<file path="config.mk">
export PLATFORM = sky130hd
export DESIGN_NAME = rx_block_sync
export DESIGN_NICKNAME = d
export VERILOG_FILES = /design/src/rtl/rx_block_sync.sv
export SDC_FILE = /design/constraint.sdc
export NUM_CORES = 1
export LEC_CHECK = 0
export CORE_ASPECT_RATIO = 0.7
export CORE_UTILIZATION = 46
export CTS_CLUSTER_DIAMETER = 50
export DETAILED_ROUTE_END_ITERATION = 12
export HOLD_SLACK_MARGIN = 0.12
export PLACE_DENSITY = 0.84
export SETUP_SLACK_MARGIN = 0.02
export SYNTH_ARGS = -nofsm -noshare
export SYNTH_HDL_FRONTEND = slang
export SYNTH_SLANG_ARGS = --single-unit
</file>
<file path="constraint.sdc">
create_clock -name i_clk -period 6.54 [get_ports i_clk]
set_input_delay 0.654 -clock i_clk [delete_from_list [all_inputs] [get_ports i_clk]]
set_output_delay 0.654 -clock i_clk [all_outputs]
set_load 0.03 [all_outputs]
</file>
<file path="src/rtl/rx_block_sync.sv">
// 64B/66B receive block synchronizer: hunts for sync-header alignment via gearbox
// slips, tracks block lock with windowed bad-header counting, registers the RX stream.
module rx_block_sync #(
  parameter int unsigned LOCK_CNT  = 64,
  parameter int unsigned BAD_WIN   = 64,
  parameter int unsigned BAD_MAX   = 16,
  parameter int unsigned SLIP_WAIT = 32
) (
  input  logic        i_clk,
  input  logic        i_rst,
  input  logic [63:0] i_rx_data,
  input  logic        i_rx_valid,
  input  logic [1:0]  i_rx_header,
  input  logic        i_rx_header_valid,
  output logic        o_rx_slipbit,
  output logic        o_block_lock,
  output logic [63:0] o_rx_data,
  output logic [1:0]  o_rx_header,
  output logic        o_rx_valid,
  output logic        o_rx_header_valid,
  output logic [15:0] o_bad_cnt
);

  localparam int unsigned GW = $clog2(LOCK_CNT + 1);
  localparam int unsigned WW = $clog2(BAD_WIN + 1);
  localparam int unsigned BW = $clog2(BAD_MAX + 1);
  localparam int unsigned TW = (SLIP_WAIT > 1) ? $clog2(SLIP_WAIT) : 1;

  localparam logic [GW-1:0] GOOD_LAST = GW'(LOCK_CNT - 1);
  localparam logic [WW-1:0] WIN_END   = WW'(BAD_WIN);
  localparam logic [BW-1:0] BAD_LIMIT = BW'(BAD_MAX);
  localparam logic [TW-1:0] WAIT_LAST = TW'(SLIP_WAIT - 1);

  typedef enum logic [1:0] {HUNT, SLIP, WAIT, LOCK} state_e;

  state_e      state_q, state_d;
  logic [GW-1:0] good_cnt_q, good_cnt_d;
  logic [TW-1:0] wait_cnt_q, wait_cnt_d;
  logic [WW-1:0] win_cnt_q, win_cnt_d;
  logic [BW-1:0] bad_win_q, bad_win_d;
  logic [15:0]   bad_cnt_q, bad_cnt_d;
  logic [63:0]   data_q, data_d;
  logic [1:0]    header_q, header_d;
  logic          valid_q, valid_d;
  logic          hvalid_q, hvalid_d;

  logic          hdr_good;
  logic [WW-1:0] win_inc;
  logic [BW-1:0] bad_inc;

  assign hdr_good = i_rx_header[1] ^ i_rx_header[0];

  always_ff @(posedge i_clk or posedge i_rst) begin
    if (i_rst) begin
      state_q    <= HUNT;
      good_cnt_q <= '0;
      wait_cnt_q <= '0;
      win_cnt_q  <= '0;
      bad_win_q  <= '0;
      bad_cnt_q  <= '0;
      data_q     <= '0;
      header_q   <= '0;
      valid_q    <= 1'b0;
      hvalid_q   <= 1'b0;
    end else begin
      state_q    <= state_d;
      good_cnt_q <= good_cnt_d;
      wait_cnt_q <= wait_cnt_d;
      win_cnt_q  <= win_cnt_d;
      bad_win_q  <= bad_win_d;
      bad_cnt_q  <= bad_cnt_d;
      data_q     <= data_d;
      header_q   <= header_d;
      valid_q    <= valid_d;
      hvalid_q   <= hvalid_d;
    end
  end

  always_comb begin
    state_d    = state_q;
    good_cnt_d = good_cnt_q;
    wait_cnt_d = '0;
    win_cnt_d  = win_cnt_q;
    bad_win_d  = bad_win_q;
    bad_cnt_d  = bad_cnt_q;
    win_inc    = win_cnt_q + WW'(1);
    bad_inc    = hdr_good ? bad_win_q : bad_win_q + BW'(1);

    unique case (state_q)
      HUNT: begin
        if (i_rx_header_valid) begin
          if (!hdr_good) begin
            state_d    = SLIP;
            good_cnt_d = '0;
          end else if (good_cnt_q == GOOD_LAST) begin
            state_d    = LOCK;
            good_cnt_d = '0;
          end else begin
            good_cnt_d = good_cnt_q + GW'(1);
          end
        end
      end
      SLIP: state_d = WAIT;
      WAIT: begin
        if (wait_cnt_q == WAIT_LAST) begin
          state_d    = HUNT;
          good_cnt_d = '0;
        end else begin
          wait_cnt_d = wait_cnt_q + TW'(1);
        end
      end
      LOCK: begin
        if (i_rx_header_valid) begin
          if (!hdr_good && bad_cnt_q != '1) begin
            bad_cnt_d = bad_cnt_q + 16'd1;
          end
          // Threshold test precedes the window-end test so loss of lock wins a tie.
          if (bad_inc == BAD_LIMIT) begin
            state_d   = SLIP;
            win_cnt_d = '0;
            bad_win_d = '0;
          end else if (win_inc == WIN_END) begin
            win_cnt_d = '0;
            bad_win_d = '0;
          end else begin
            win_cnt_d = win_inc;
            bad_win_d = bad_inc;
          end
        end
      end
      default: state_d = HUNT;
    endcase
  end

  always_comb begin
    data_d   = i_rx_data;
    header_d = i_rx_header;
    valid_d  = i_rx_valid & (state_q == LOCK);
    hvalid_d = i_rx_header_valid & (state_q == LOCK);
  end

  always_comb begin
    o_rx_slipbit      = (state_q == SLIP);
    o_block_lock      = (state_q == LOCK);
    o_rx_data         = data_q;
    o_rx_header       = header_q;
    o_rx_valid        = valid_q;
    o_rx_header_valid = hvalid_q;
    o_bad_cnt         = bad_cnt_q;
  end

endmodule

</file>
# [After elaboration in Yosys (flattened, before gate mapping)]
# Cells that the tools add are included.
# Widths: inputs -> output; s select.
[totals] input_bits=70 ff_bits=110 elab_cells=58 out_inout_bits=86
[op_classes] eq_ne=13 muxes=19 n_reduce_logical=8 bitwise=3 addsub=5
[op_table] op="$mux 7" n=6
[op_table] op="$mux 5" n=5
[op_table] op="$add 16x1->16 const B" n=1
[op_table] op="$ne 16x16->1 const B" n=1
[op_table] op="$add 7x1->7 const B" n=2
[op_table] op="$pmux 7 s2" n=1
[op_table] op="$mux 2" n=6
[op_table] op="$add 5x1->5 const B" n=2
[op_table] op="$eq 5x5->1 const B" n=2
[op_table] op="$pmux 2 s4" n=1
[op_table] op="$eq 7x6->1 const B" n=1
[op_table] op="$eq 7x7->1 const B" n=1
[op_table] op="$ne 2x2->1 const B" n=3
[op_table] op="$reduce_and 3->1" n=2
[op_table] op="$reduce_and 5->1" n=1
[op_table] op="$eq 2x2->1 const B" n=2
[op_table] op="$ne 3x3->1 const B" n=1
[op_table] op="$and 1x1->1" n=2
[op_table] op="$eq 2x1->1 const B" n=1
[op_table] op="$logic_not 2->1" n=1
[op_table] op="$ne 2x1->1 const B" n=1
[op_table] op="$reduce_and 2->1" n=1
[op_table] op="$reduce_bool 2->1" n=1
[op_table] op="$logic_and 1x1->1" n=1
[op_table] op="2 further kinds" n=2

# [Logic depth before layout (Yosys ltp)]
[depth] depth_word=6 mapped_depth=8 mapped_depth_nobuf=8

# [Worst setup path after synthesis]
# No wires, ideal clock.
[synth_path] path_type="input -> register" start="input port i_rx_header[1]" end="register bad_win_q[4]" setup_ns=0.124 required_ns=6.416 t_arrival_ns=2.182 path_slack_ns=4.234 n_path_buf=1 cell_stages=6 cell_sequence="xnor2_1 > or4_1 > a222oi_1 > buf_4 > nor4_2 > a211o_1"
[synth_via] elab_chain_len=4
[synth_rtl] item="from (decl)" line="13" source="input logic [1:0] i_rx_header,"
[synth_rtl] item="$xor 1x1->1 (*)" line="51" source="assign hdr_good = i_rx_header[1] ^ i_rx_header[0];"
[synth_rtl] item="$mux 5 (*)" line="87" source="bad_inc = hdr_good ? bad_win_q : bad_win_q + BW'(1);"
[synth_rtl] item="$eq 5x5->1 or $mux 5 (tied branches)" line="118, 122"
[synth_rtl] item="$mux 5 (*)" line="118" source="if (bad_inc == BAD_LIMIT) begin"
[synth_rtl] item="to (signal assigned)" line="70" source="bad_win_q <= bad_win_d;"
[synth_rtl] item="to (decl)" line="40" source="logic [BW-1:0] bad_win_q, bad_win_d;"
# Every way passes the cells marked *; elsewhere a longest branch is shown, timed or not.
# A chain may end at the register's enable or synchronous reset.

# [Final worst setup path]
[layout_path] start="input port i_rx_header[0]" end="register bad_win_q[1]"
# Same word-level chain as after synthesis.

==> run metrics <==
Core Rows=27; multi-input logic area=1130 um2; via count=a little under 3000; worst path required time=~6800 ps; Setup TNS Final=0 ps; Leakage=about 2.6 nW; Slew HR=roughly two fifths; cell count after synthesis=291; Worst Hold Class=reg -> reg; detailed-route wire length=9.01 mm; post-route cell area=between 5000 and 6000 um2; CTS-repair resized insts=0; Critical Path, Cell by Cell=clkdlybuf4s50_1 -> xnor2_1 -> or4_1 -> a222oi_1 -> buf_4 -> nor2_1 -> a32o_1; dpl cells=~550; Worst-Margin Slew=just over 900 ps; clk buf depth=2; first-pass iteration count of the detailed router=5; H-tree depth=3; RSZ-0062 raised after global routing=no; syn_area_per_cell=between 10 and 15 um2; Area Overhead vs Synth=50.3%; sequential area share after synthesis=approximately 70%; most frequent cells in the layout=155 x clkdlybuf4s50_1, 110 x dfrtp_1, 22 x nand2_1, 17 x nor2_1, 13 x o21ai_0; power per cell area=317 nW/um2; first-pass GRT wire length=approximately 15 mm; Hold WS=474 ps; largest net degree at the start of global routing=between 50 and 60; commonest non-fill, non-tap cell in the layout=clkdlybuf4s50_1; slowest CP cell=clkdlybuf4s50_1; maximum clock frequency=approximately 380 MHz; total chip power=between 0.0015 and 0.002 W; Vias/cell=5.19; slowest stage delay, CP=between 500 and 600 ps; Setup Viol. Count Final=0; kind of critical path=in -> reg; Cell Count, Final, Fillers Out=about 560; share of cells above drive strength 1=4.35%; Nets=535; CTS tree=done; Hold Buf Count CTS=0; chip width=between 100 and 150 um; die area=just under 9000 um2; Post-DP Area=5600 um2; Final HPWL DP=between 6 and 7 mm; Post-Syn Area=3920 um2; max-cap violation count=0; Max FO, Critical Path=12; Clk pin slew, worst setup/hold paths=70 ps; worst skew pair latency=approximately 350 ps; register area=2750 um2; vias in the first global route=approximately 2900; antenna violations before repair=0; flops & latches, synth=110; YS warnings=0; Fin Clk Skew=between 8 and 9 ps; Worst setup EP type=flip-flop; grt ovf=0; post-route ant nets=0; final hold violation count=0; DR DRC count=0; CTS sink cnt=110; Iter 0 DRT Violations=around 220; Initial Utilization=around half; clock buffer count from CTS=9; Boundary Pins=approximately 160; Synth cell types=41; port buffer count=roughly 160; routed len/inst=roughly 16 um; Final period util=approximately two fifths; # fillers=between 500 and 600; post-CTS setup buffer count=0; fin. max-slew vios=0; outcome=finished clean; Tmin final=approximately 2600 ps; Syn Nets=371; Diodes inserted=0; clk root buf=clkbuf_16; All-Layer GR Usage=22.3%; startpoint class of the critical path=input port; Die Ht=between 70 and 80 um; worst vdd ir=roughly 0.22 mV; arrival time of the worst setup path=around 2900 ps; routability cong.=approximately 0.86; core area=between 8000 and 9000 um2
## stage by stage
| stage | setup WS [ps] | utilization (%) |
|---|---|---|
| floorplan | 2980 | - |
| global placement | 3650 | 69.4 |
| detailed placement | 3550 | 69.4 |
| CTS | 3920 | 73.0 |
| global route | 3770 | 73.0 |
| finish | 3900 | 73.0 |
## flip-flops by register name, indices dropped and copies added, names as in the netlist
register and flops:
o_bad_cnt 16, o_rx_data 64, win_cnt_q 7, o_rx_header 2, wait_cnt_q 5, good_cnt_q 7
state_q 2, o_rx_valid 1, o_rx_header_valid 1, bad_win_q 5
## synth_stat cells
master / count / area share (%)
o21a_1: 2 / 0.38
xnor2_1: 10 / 2.2
o21ai_1: 3 / 0.38
and2_1: 6 / 0.96
o21ai_0: 13 / 1.7
nor2b_1: 3 / 0.48
nand3_1: 12 / 1.5
a222oi_1: 1 / 0.26
nand4_1: 2 / 0.32
inv_1: 5 / 0.48
mux2i_1: 3 / 0.77
clkbuf_1: 3 / 0.29
a21o_1: 3 / 0.57
nor4_1: 1 / 0.16
or4_1: 1 / 0.19
a31oi_1: 2 / 0.32
a32o_1: 1 / 0.26
ha_1: 10 / 3.2
o211ai_1: 2 / 0.38
nor4_2: 1 / 0.32
o31ai_1: 2 / 0.38
a21oi_1: 3 / 0.38
xor2_1: 11 / 2.5
and4_1: 5 / 1.1
nor3_1: 5 / 0.64
dfrtp_1: 110 / 70
a211o_1: 1 / 0.22
a31o_1: 1 / 0.22
nand4b_1: 2 / 0.45
a22o_1: 5 / 1.1
o2bb2ai_1: 1 / 0.22
and3b_1: 1 / 0.22
nand2_1: 22 / 2.1
nand2b_1: 3 / 0.48
and3_1: 11 / 1.8
or3_1: 3 / 0.48
nor2_1: 17 / 1.6
buf_4: 1 / 0.19
nand4bb_1: 1 / 0.29
clkinv_1: 1 / 0.096
mux2_2: 1 / 0.29
## logic make-up (layout without fill, tap and decap cells)
logic type / Yosys count / count (layout) / share of synthesized area [%]
simple gates: 96 / 96 / 13.1
flops: 110 / 110 / 70.2
xor+xnor: 21 / 21 / 4.69
fa+ha+maj: 10 / 10 / 3.19
compound gates: 40 / 40 / 6.76
mux: 4 / 4 / 1.05
buf+inv: 10 / 179 / 1.05
## final cells by class
class / instances / share of cell area (%)
inverters: 6 / 0.424
well taps: 101 / 2.14
clock inverters: 3 / 0.424
flip-flops and latches: 110 / 46.7
clock buffers: 13 / 4.58
repair buffers: 157 / 26.6
multi-input cells: 171 / 19.2
## worst max-delay path: cells and delay by family
family | cells | cell delay (ps)
compound gates | 2 | 640
xor+xnor | 1 | 230
buf+inv | 2 | 780
simple gates | 2 | 550
## worst paths after layout
| kind | start | depth (start not counted) | slack (ps) | end |
|---|---|---|---|---|
| min in group asynchronous | i_rst | 2 | 760 | o_rx_data[34] |
| worst min register to register | wait_cnt_q[0] | 1 | 470 | wait_cnt_q[0] |
| worst min-delay path | wait_cnt_q[0] | 1 | 470 | wait_cnt_q[0] |
| worst max-delay path | i_rx_header[0] | 7 | 3900 | bad_win_q[1] |
| max in group asynchronous | i_rst | 3 | 4650 | wait_cnt_q[0] |
| worst max register to register | state_q[0] | 7 | 4210 | o_bad_cnt[12] |
## metal layers
metal	GRT usage [%]	share of wire, %	vias up
met1	25.6	40	1400
met4	10.4	2.8	0
met5	0	0	-
li1	-	-	1345
met2	35.8	48	141
met3	10.5	9.6	26
## power breakdown
| part | internal [W] | total, W | switching [W] |
|---|---|---|---|
| logic | 0.000221 | 0.000498 | 0.000278 |
| registers | 0.000764 | 0.000843 | 0.0000787 |
| clock network | 0.000292 | 0.000526 | 0.000235 |
(Power assumes the default switching activity.)
